**config.mk**
```make
export PLATFORM = sky130hd
export DESIGN_NAME = sb_issue_ctrl_flat
export DESIGN_NICKNAME = d
export VERILOG_FILES = /design/src/rtl/sb_issue_ctrl_if.sv /design/src/rtl/sb_issue_ctrl.sv /design/src/flat_wrapper.sv
export SDC_FILE = /design/constraint.sdc
export NUM_CORES = 1
export LEC_CHECK = 0
export BUFFER_PORTS_ARGS = -buffer_cell sky130_fd_sc_hd__buf_2
export CORE_ASPECT_RATIO = 0.7
export CORE_MARGIN = 2
export CORE_UTILIZATION = 30
export CTS_CLUSTER_SIZE = 10
export DETAILED_ROUTE_END_ITERATION = 7
export GPL_TIMING_DRIVEN = 0
export PLACE_DENSITY = 0.46
export REMOVE_ABC_BUFFERS = 1
export SYNTH_ARGS = -nofsm -noshare
export SYNTH_HDL_FRONTEND = slang
export SYNTH_SLANG_ARGS = --single-unit
export TNS_END_PERCENT = 10
```
**constraint.sdc**
```tcl
create_clock -name clk -period 6.3 [get_ports clk]
set_input_delay 0.63 -clock clk [delete_from_list [all_inputs] [get_ports clk]]
set_output_delay 0.63 -clock clk [all_outputs]
set_load 0.01 [all_outputs]
```
**src/rtl/sb_issue_ctrl_if.sv**
```systemverilog
// rtl/sb_issue_ctrl_if.sv - Decoder, functional-unit and writeback signal bundle for sb_issue_ctrl
interface sb_issue_ctrl_if #(
    parameter int NFU = 5
);
    logic           id_valid;
    logic           id_ready;
    logic [2:0]     id_fu;
    logic [5:0]     id_reg1;
    logic [5:0]     id_reg2;
    logic           id_r1_val;
    logic           id_r2_val;
    logic [5:0]     id_reg3;
    logic           id_rf_we;
    logic           id_err;
    logic [NFU-1:0] fu_start;
    logic [NFU-1:0] fu_done;
    logic           wb_valid;
    logic [2:0]     wb_fu;
    logic [5:0]     wb_reg;
    logic           wb_we;

    modport master (
        output id_valid, id_fu, id_reg1, id_reg2, id_r1_val, id_r2_val, id_reg3, id_rf_we, fu_done,
        input  id_ready, id_err, fu_start, wb_valid, wb_fu, wb_reg, wb_we
    );

    modport slave (
        input  id_valid, id_fu, id_reg1, id_reg2, id_r1_val, id_r2_val, id_reg3, id_rf_we, fu_done,
        output id_ready, id_err, fu_start, wb_valid, wb_fu, wb_reg, wb_we
    );
endinterface

```
**src/rtl/sb_issue_ctrl.sv**
```systemverilog
// rtl/sb_issue_ctrl.sv - Single-entry-per-FU scoreboard: issue, RAW/WAR/WAW tracking, writeback arbitration
module sb_issue_ctrl #(
    parameter int NFU = 5
) (
    input  logic           clk,
    input  logic           resetn,
    sb_issue_ctrl_if.slave bus
);
    typedef enum logic [1:0] {S_IDLE, S_WAIT, S_EXEC, S_DONE} state_t;

    localparam logic [3:0] NFU_N = 4'(NFU);

    state_t                   st       [NFU];
    state_t                   st_nxt   [NFU];
    logic [NFU-1:0][5:0]      dst, dst_nxt;
    logic [NFU-1:0]           we, we_nxt;
    logic [NFU-1:0][5:0]      src1, src1_nxt;
    logic [NFU-1:0][5:0]      src2, src2_nxt;
    logic [NFU-1:0]           rdy1, rdy1_nxt;
    logic [NFU-1:0]           rdy2, rdy2_nxt;
    logic [NFU-1:0][2:0]      q1, q1_nxt;
    logic [NFU-1:0][2:0]      q2, q2_nxt;
    logic [63:0]              busy, busy_nxt;
    logic [63:0][2:0]         tag, tag_nxt;
    logic                     err_q;

    logic [NFU-1:0]           start;
    logic [NFU-1:0]           war;
    logic                     grant;
    logic [2:0]               gsel;
    logic [5:0]               g_dst;
    logic                     g_we;
    logic                     fu_ok;
    logic                     tgt_idle;
    logic                     waw;
    logic                     id_ready_c;
    logic                     issue;
    logic                     new_rdy1;
    logic                     new_rdy2;

    // An entry starts as soon as both operands are marked ready
    always_comb begin
        start = '0;
        for (int i = 0; i < NFU; i++) begin
            start[i] = (st[i] == S_WAIT) && rdy1[i] && rdy2[i];
        end
    end

    // WAR: another waiting entry still has to read the register this entry will overwrite
    always_comb begin
        war = '0;
        for (int i = 0; i < NFU; i++) begin
            for (int j = 0; j < NFU; j++) begin
                if (j != i && we[i] && dst[i] != 6'd0 && st[j] == S_WAIT &&
                    ((src1[j] == dst[i] && rdy1[j]) || (src2[j] == dst[i] && rdy2[j]))) begin
                    war[i] = 1'b1;
                end
            end
        end
    end

    // Fixed-priority writeback grant, lowest eligible index wins
    always_comb begin
        grant = 1'b0;
        gsel  = '0;
        g_dst = '0;
        g_we  = 1'b0;
        for (int i = NFU - 1; i >= 0; i--) begin
            if (st[i] == S_DONE && !war[i]) begin
                grant = 1'b1;
                gsel  = 3'(i);
                g_dst = dst[i];
                g_we  = we[i];
            end
        end
    end

    // Issue decision and operand readiness, with bypass of a same-cycle grant
    always_comb begin
        fu_ok    = {1'b0, bus.id_fu} < NFU_N;
        tgt_idle = 1'b0;
        for (int i = 0; i < NFU; i++) begin
            if (bus.id_fu == 3'(i)) begin
                tgt_idle = (st[i] == S_IDLE);
            end
        end
        waw        = bus.id_rf_we && (bus.id_reg3 != 6'd0) && busy[bus.id_reg3];
        id_ready_c = fu_ok ? (tgt_idle && !waw) : 1'b1;
        issue      = bus.id_valid && id_ready_c && fu_ok;
        new_rdy1   = !bus.id_r1_val || (bus.id_reg1 == 6'd0) || !busy[bus.id_reg1] ||
                     (grant && tag[bus.id_reg1] == gsel);
        new_rdy2   = !bus.id_r2_val || (bus.id_reg2 == 6'd0) || !busy[bus.id_reg2] ||
                     (grant && tag[bus.id_reg2] == gsel);
    end

    // Per-entry next state: grant release, start, completion, wake-up and allocation
    always_comb begin
        st_nxt   = st;
        dst_nxt  = dst;
        we_nxt   = we;
        src1_nxt = src1;
        src2_nxt = src2;
        rdy1_nxt = rdy1;
        rdy2_nxt = rdy2;
        q1_nxt   = q1;
        q2_nxt   = q2;
        for (int i = 0; i < NFU; i++) begin
            if (grant && gsel == 3'(i)) begin
                st_nxt[i] = S_IDLE;
            end else begin
                case (st[i])
                    S_WAIT: begin
                        if (start[i]) st_nxt[i] = S_EXEC;
                        if (grant && !rdy1[i] && q1[i] == gsel) rdy1_nxt[i] = 1'b1;
                        if (grant && !rdy2[i] && q2[i] == gsel) rdy2_nxt[i] = 1'b1;
                    end
                    S_EXEC: begin
                        if (bus.fu_done[i]) st_nxt[i] = S_DONE;
                    end
                    default: ;
                endcase
            end
            if (issue && bus.id_fu == 3'(i)) begin
                st_nxt[i]   = S_WAIT;
                dst_nxt[i]  = bus.id_reg3;
                we_nxt[i]   = bus.id_rf_we;
                // Unused sources are stored as r0 so they never look like a pending read
                src1_nxt[i] = bus.id_r1_val ? bus.id_reg1 : 6'd0;
                src2_nxt[i] = bus.id_r2_val ? bus.id_reg2 : 6'd0;
                rdy1_nxt[i] = new_rdy1;
                rdy2_nxt[i] = new_rdy2;
                q1_nxt[i]   = tag[bus.id_reg1];
                q2_nxt[i]   = tag[bus.id_reg2];
            end
        end
    end

    // Result-status table: grant clears its own claim, a same-cycle issue claim overrides
    always_comb begin
        busy_nxt = busy;
        tag_nxt  = tag;
        if (grant && g_we && g_dst != 6'd0 && tag[g_dst] == gsel) begin
            busy_nxt[g_dst] = 1'b0;
        end
        if (issue && bus.id_rf_we && bus.id_reg3 != 6'd0) begin
            busy_nxt[bus.id_reg3] = 1'b1;
            tag_nxt[bus.id_reg3]  = bus.id_fu;
        end
    end

    // State registers
    always_ff @(posedge clk) begin
        if (!resetn) begin
            for (int i = 0; i < NFU; i++) begin
                st[i] <= S_IDLE;
            end
            dst   <= '0;
            we    <= '0;
            src1  <= '0;
            src2  <= '0;
            rdy1  <= '0;
            rdy2  <= '0;
            q1    <= '0;
            q2    <= '0;
            busy  <= '0;
            tag   <= '0;
            err_q <= 1'b0;
        end else begin
            st    <= st_nxt;
            dst   <= dst_nxt;
            we    <= we_nxt;
            src1  <= src1_nxt;
            src2  <= src2_nxt;
            rdy1  <= rdy1_nxt;
            rdy2  <= rdy2_nxt;
            q1    <= q1_nxt;
            q2    <= q2_nxt;
            busy  <= busy_nxt;
            tag   <= tag_nxt;
            err_q <= bus.id_valid && !fu_ok;
        end
    end

    assign bus.id_ready = id_ready_c;
    assign bus.id_err   = err_q;
    assign bus.fu_start = start;
    assign bus.wb_valid = grant;
    assign bus.wb_fu    = gsel;
    assign bus.wb_reg   = g_dst;
    assign bus.wb_we    = g_we;
endmodule

```
**src/flat_wrapper.sv**
```systemverilog
// flat-port wrapper written by rule: the top's interface ports become plain ports
module sb_issue_ctrl_flat 
#(
    parameter int NFU = 5
)
  (clk, resetn, bus_id_valid, bus_id_fu, bus_id_reg1, bus_id_reg2, bus_id_r1_val, bus_id_r2_val, bus_id_reg3, bus_id_rf_we, bus_fu_done, bus_id_ready, bus_id_err, bus_fu_start, bus_wb_valid, bus_wb_fu, bus_wb_reg, bus_wb_we);
  sb_issue_ctrl_if #(.NFU(NFU)) bus_i ();
  input  logic clk;
  input  logic resetn;
  input wire logic [$bits(bus_i.id_valid)-1:0] bus_id_valid;
  input wire logic [$bits(bus_i.id_fu)-1:0] bus_id_fu;
  input wire logic [$bits(bus_i.id_reg1)-1:0] bus_id_reg1;
  input wire logic [$bits(bus_i.id_reg2)-1:0] bus_id_reg2;
  input wire logic [$bits(bus_i.id_r1_val)-1:0] bus_id_r1_val;
  input wire logic [$bits(bus_i.id_r2_val)-1:0] bus_id_r2_val;
  input wire logic [$bits(bus_i.id_reg3)-1:0] bus_id_reg3;
  input wire logic [$bits(bus_i.id_rf_we)-1:0] bus_id_rf_we;
  input wire logic [$bits(bus_i.fu_done)-1:0] bus_fu_done;
  output wire logic [$bits(bus_i.id_ready)-1:0] bus_id_ready;
  output wire logic [$bits(bus_i.id_err)-1:0] bus_id_err;
  output wire logic [$bits(bus_i.fu_start)-1:0] bus_fu_start;
  output wire logic [$bits(bus_i.wb_valid)-1:0] bus_wb_valid;
  output wire logic [$bits(bus_i.wb_fu)-1:0] bus_wb_fu;
  output wire logic [$bits(bus_i.wb_reg)-1:0] bus_wb_reg;
  output wire logic [$bits(bus_i.wb_we)-1:0] bus_wb_we;
  assign bus_i.id_valid = bus_id_valid;
  assign bus_i.id_fu = bus_id_fu;
  assign bus_i.id_reg1 = bus_id_reg1;
  assign bus_i.id_reg2 = bus_id_reg2;
  assign bus_i.id_r1_val = bus_id_r1_val;
  assign bus_i.id_r2_val = bus_id_r2_val;
  assign bus_i.id_reg3 = bus_id_reg3;
  assign bus_i.id_rf_we = bus_id_rf_we;
  assign bus_i.fu_done = bus_fu_done;
  assign bus_id_ready = bus_i.id_ready;
  assign bus_id_err = bus_i.id_err;
  assign bus_fu_start = bus_i.fu_start;
  assign bus_wb_valid = bus_i.wb_valid;
  assign bus_wb_fu = bus_i.wb_fu;
  assign bus_wb_reg = bus_i.wb_reg;
  assign bus_wb_we = bus_i.wb_we;
  sb_issue_ctrl #(.NFU(NFU)) u_core (.clk(clk), .resetn(resetn), .bus(bus_i));
endmodule
```
==> parameters.txt <==
Parameter                              Value

Yosys
  Adder and majority cell fraction of the synthesized area ... less than 1%
  Mean instance size in the synthesized netlist ... roughly 9 um^2
  Gate count of the mapped netlist ... ~3k
  Count of yosys warnings during synthesis ... 0
  Share of flip-flops with an asynchronous set or reset after synthesis ... 0%
  Synthesized area ... around 27000 um^2
  Post-synthesis xor/xnor area fraction ... around 8.5%
  Compound-gate portion of the synthesized area ... between 15 and 20%
  Dominant combinational cell family by area after synthesis ... compound AO/OA/AOI/OAI gates
  Area fraction in and, or, nand and nor cells after synthesis ... between 10% and 20%
  Cell variety after synth ... 70
  Post-synthesis sequential element count ... approximately 400
  Share of synthesized area occupied by flip-flops and latches ... 30.3%
  Post-synth EDFFs ... 0
  Flip-flop cell with the highest count after synthesis ... sky130_fd_sc_hd__dfxtp_1
  Multiplexer share of the synthesized area ... approximately 18%

STA
  Setup violators final ... 0
  Final Max Slew Viols ... 0
  Final cycle utilization of the critical path ... between 90% and 100%
  Highest clock frequency the design can meet ... between 150 and 200 MHz
  Least-Margin Pin Slew ... approximately 1.4 ns
  Worst-case clock skew ... slightly below 0.03 ns
  RSZ-0062 raised after global routing ... true
  Worst hold slack ... 0.259 ns
  Minimum setup slack in the final design ... about 0.071 ns
  Final hold vios ... 0
  Final Critical Period ... a little over 6 ns
  Worst slew margin ... roughly 6.7%

Setup path
  CP max-delay cell ... sky130_fd_sc_hd__or4_4
  Crit. End Element ... flip-flop
  Register-to-register path setup slack ... approximately 0.071 ns
  Delay of the slowest cell on the worst path ... approximately 0.61 ns
  Beginning of the critical path ... u_core.dst[1]$_SDFFE_PN0P_
  Data arrival at the endpoint of the critical path ... ~6.8 ns
  Worst reg2reg path startpoint ... u_core.dst[1]$_SDFFE_PN0P_
  Required time of the critical path ... roughly 6.8 ns
  Type of the worst setup path ... reg -> reg
  Largest driver fanout on the critical path ... 66
  Count of buffer and inverter cells on the critical path ... 3
  CP startpoint kind ... flip-flop
  Crit-path leading delay family ... compound AO/OA/AOI/OAI gates
  Series of cell instances along the critical path ... xnor2_1 -> nand4_1 -> nor4_2 -> o21ai_1 -> a31o_1 -> and3_4 -> a22o_4 -> a21oi_4 -> buf_12 -> clkinv_16 -> a2111oi_0 -> nor4_1 -> o22ai_1 -> nor4_2 -> xor2_1 -> or4_4 -> buf_12 -> o41a_1 -> o21a_1

Global route
  Vias in the first global route ... around 23k
  Pin count of the biggest net entering global routing ... between 150 and 200
  Combined global-route utilization of all metal layers ... between 20% and 30%
  Total grt overflow ... 0
  First-pass GRT wire length ... approximately 170 mm
  Initial antenna violation count ... 7

Hold path
  Worst min-delay path category ... in -> reg
  Hold Startpoint ... bus_id_valid

Finish
  Final standard cell count with taps included and fillers excluded ... just over 4k
  Area growth syn-to-layout ... 12.3%
  Util after Layout ... 33.9%
  Fraction of final layout cells sized beyond drive strength 1 ... ~15%
  Final-layout fill cell count ... ~9.0k
  Final nets ... 2901

Power
  Internal power consumption ... between 0.004 and 0.005 W
  Total power consumption of the routed design ... roughly 0.0061 W
  Pwr/cell area ... slightly above 200 nW/um^2
  Proportion of power drawn by the clock network ... 46.0%
  Relative contribution of sequential cells to total power ... 42.8%
  Logic pwr share ... 11.2%
  Net switching power figure ... roughly 0.0017 W
  Switching part of the total power ... about 29%
  Leakage dissipation ... around 9.6 nW
  Peak supply drop ... 0.183 mV

CTS
  CTS tree ... built
  Count of H-tree levels built during CTS ... 2
  Clock Path Buffers ... 3
  Clock root cell ... sky130_fd_sc_hd__clkbuf_16
  Clock transition at path regs ... ~0.060 ns
  Clock Sinks ... roughly 400
  Number of CTS-inserted buffers ... 50
  Clk_lat worst skew ... around 0.65 ns

Outcome
  Run status ... completed

Place
  Placer congestion estimate ... 0.905
  Half-perimeter wire length after placement ... between 70 and 80 mm
  Worst slack at placement ... -2.74 ns
  Dpl cells ... roughly 4k
  Port buffer count ... 49

Floorplan
  Area of the placeable core ... roughly 90000 um^2
  Starting utilization of the core area ... approximately 30%
  Height of the die ... approximately 250 um
  # IOs ... 50
  Width of the die ... between 300 and 400 um
  Die area ... 91000 um^2
  Floorplan row count ... 91

Detailed routing
  DR pass1 iterations ... 5
  Residual DRC ... 0
  Number of DRC markers in iteration 0 ... 3094
  Routed vias ... 24.5k
  Total routed wirelength ... approximately 120 mm
  Detail-routed via count per cell ... around 6.1
  Per-cell routed wire length ... a little under 30 um
  Number of routed nets with antenna violations ... 0

Flow run
  # Max-Cap Violations ... 0
-- registers in the layout, summed over array words and instances (netlist names) --
signal,flops
u_core.tag,192
u_core.busy,64
u_core.dst,30
u_core.src1,30
u_core.src2,30
u_core.q1,15
u_core.q2,15
u_core.st,10
u_core.rdy1,5
u_core.rdy2,5
u_core.we,5
u_core.bus.id_err,1
-- metal layers --
layer / vias to the layer above / share of wire, % / GRT usage, %
li1: 10591 / - / -
met1: 12374 / 45 / 36.4
met2: 1319 / 41 / 35.5
met3: 239 / 11 / 6.95
met4: 2 / 2.9 / 7.83
met5: - / 0.0076 / 0
-- area by class of cell --
class,count,area (um^2),area share (%)
clock inverters,10,120,0.403
well taps,1162,1450,4.88
inverters,54,234,0.785
flip-flops and latches,402,8150,27.3
repair buffers,115,1250,4.18
clock buffers,64,1370,4.61
multi-input cells,2238,17200,57.8
diodes,2,5.00,0.0168
-- cell usage after synthesis, drive strengths merged, types with 48 or more instances --
library cell,count,area share (%)
nand2,456,6.4
dfxtp,402,30
a21boi,230,6.5
clkbuf,210,3.0
mux2i,180,6.8
xnor2,180,5.9
nand3,173,3.3
mux4,133,11
buf,131,2.6
nor2b,124,2.9
o21ai,78,1.5
xor2,78,2.6
nor2,70,1.0
inv,54,0.76
nand4,48,1.1
nor4,48,1.1
-- power by group through the flow --
stage | combinational, W | clock (W) | sequential [W]
global route | 0.000719 | 0.00295 | 0.00261
global placement | 0.000642 | 0 | 0.00267
detailed placement | 0.000658 | 0 | 0.00267
floorplan | 0.000294 | 0 | 0.00265
CTS | 0.000665 | 0.00285 | 0.00261
finish | 0.000684 | 0.00281 | 0.00261
-- cell usage in the layout, fill, tap and decap left out, types with 8 or more instances in the layout --
cell type and count:
sky130_fd_sc_hd__buf_16 11, sky130_fd_sc_hd__a21boi_1 11, sky130_fd_sc_hd__ha_1 8, sky130_fd_sc_hd__xnor2_1 179
sky130_fd_sc_hd__dfxtp_1 371, sky130_fd_sc_hd__buf_8 14, sky130_fd_sc_hd__a2111oi_0 26, sky130_fd_sc_hd__mux4_2 133
sky130_fd_sc_hd__o22ai_1 15, sky130_fd_sc_hd__nor2b_1 121, sky130_fd_sc_hd__a32oi_1 18, sky130_fd_sc_hd__xor2_1 78
sky130_fd_sc_hd__a221oi_1 10, sky130_fd_sc_hd__nand4_1 48, sky130_fd_sc_hd__or3_1 8, sky130_fd_sc_hd__o21ai_0 65
sky130_fd_sc_hd__buf_2 41, sky130_fd_sc_hd__nor4_1 41, sky130_fd_sc_hd__nor3_1 12, sky130_fd_sc_hd__nand3_1 172
sky130_fd_sc_hd__o41ai_1 33, sky130_fd_sc_hd__o21ai_1 12, sky130_fd_sc_hd__a22oi_1 32, sky130_fd_sc_hd__a31oi_1 11
sky130_fd_sc_hd__nand3b_1 8, sky130_fd_sc_hd__a21oi_1 42, sky130_fd_sc_hd__and3_1 10, sky130_fd_sc_hd__mux2i_1 180
sky130_fd_sc_hd__a21boi_0 218, sky130_fd_sc_hd__a211oi_1 35, sky130_fd_sc_hd__nor2_1 59, sky130_fd_sc_hd__clkbuf_16 52
sky130_fd_sc_hd__o41a_1 25, sky130_fd_sc_hd__dfxtp_4 26, sky130_fd_sc_hd__inv_1 49, sky130_fd_sc_hd__nand2_1 456
sky130_fd_sc_hd__buf_6 17, sky130_fd_sc_hd__buf_4 24, sky130_fd_sc_hd__o21a_1 31
-- cells by family (layout without fill, tap and decap cells) --
logic type,after synthesis,after routing
AND/OR/NAND/NOR,998,999
AO/OA/AOI/OAI,653,657
flip-flops,402,402
XOR/XNOR,258,258
buffers and inverters,395,243
adder cells (fa/ha/maj),8,8
multiplexers,316,316
other,0,2
-- timing repair --
action	in CTS	in global routing
hold endpoints to repair	0	0
hold buffers	0	0
pin swaps	5	3
buffers inserted	13	9
gates resized for setup	82	42
gates cloned	4	2
endpoints found under the setup margin	91	87
-- worst paths after layout --
| check | end | cells after the start |
|---|---|---|
| min | u_core.bus.id_err$_SDFF_PN0_ | 2 |
| max reg2reg | u_core.busy[37]$_SDFF_PN0_ | 19 |
| min reg2reg | u_core.q1[14]$_SDFFE_PN0P_ | 2 |
| max | u_core.busy[37]$_SDFF_PN0_ | 19 |
-- worst reg2reg max path, cell delays in order (launching register included) --
cell                        delay, ns
sky130_fd_sc_hd__dfxtp_4         0.51
sky130_fd_sc_hd__xnor2_1         0.16
sky130_fd_sc_hd__nand4_1         0.13
sky130_fd_sc_hd__nor4_2          0.30
sky130_fd_sc_hd__o21ai_1         0.22
sky130_fd_sc_hd__a31o_1          0.33
sky130_fd_sc_hd__and3_4          0.30
sky130_fd_sc_hd__a22o_4          0.43
sky130_fd_sc_hd__a21oi_4         0.24
sky130_fd_sc_hd__buf_12          0.24
sky130_fd_sc_hd__clkinv_16       0.25
sky130_fd_sc_hd__a2111oi_0       0.61
sky130_fd_sc_hd__nor4_1          0.16
sky130_fd_sc_hd__o22ai_1         0.51
sky130_fd_sc_hd__nor4_2          0.09
sky130_fd_sc_hd__xor2_1          0.23
sky130_fd_sc_hd__or4_4           0.62
sky130_fd_sc_hd__buf_12          0.20
sky130_fd_sc_hd__o41a_1          0.43
sky130_fd_sc_hd__o21a_1          0.17
-- through the flow --
| stage | area [um^2] | setup TNS, ns |
|---|---|---|
| floorplan | 25100 | -87.66 |
| global placement | 26800 | -911.01 |
| detailed placement | 27600 | -218.43 |
| CTS | 29500 | 0 |
| global route | 29800 | -0.144 |
| finish | 29800 | 0 |
No activity file was read; power rests on OpenSTA's default activity.
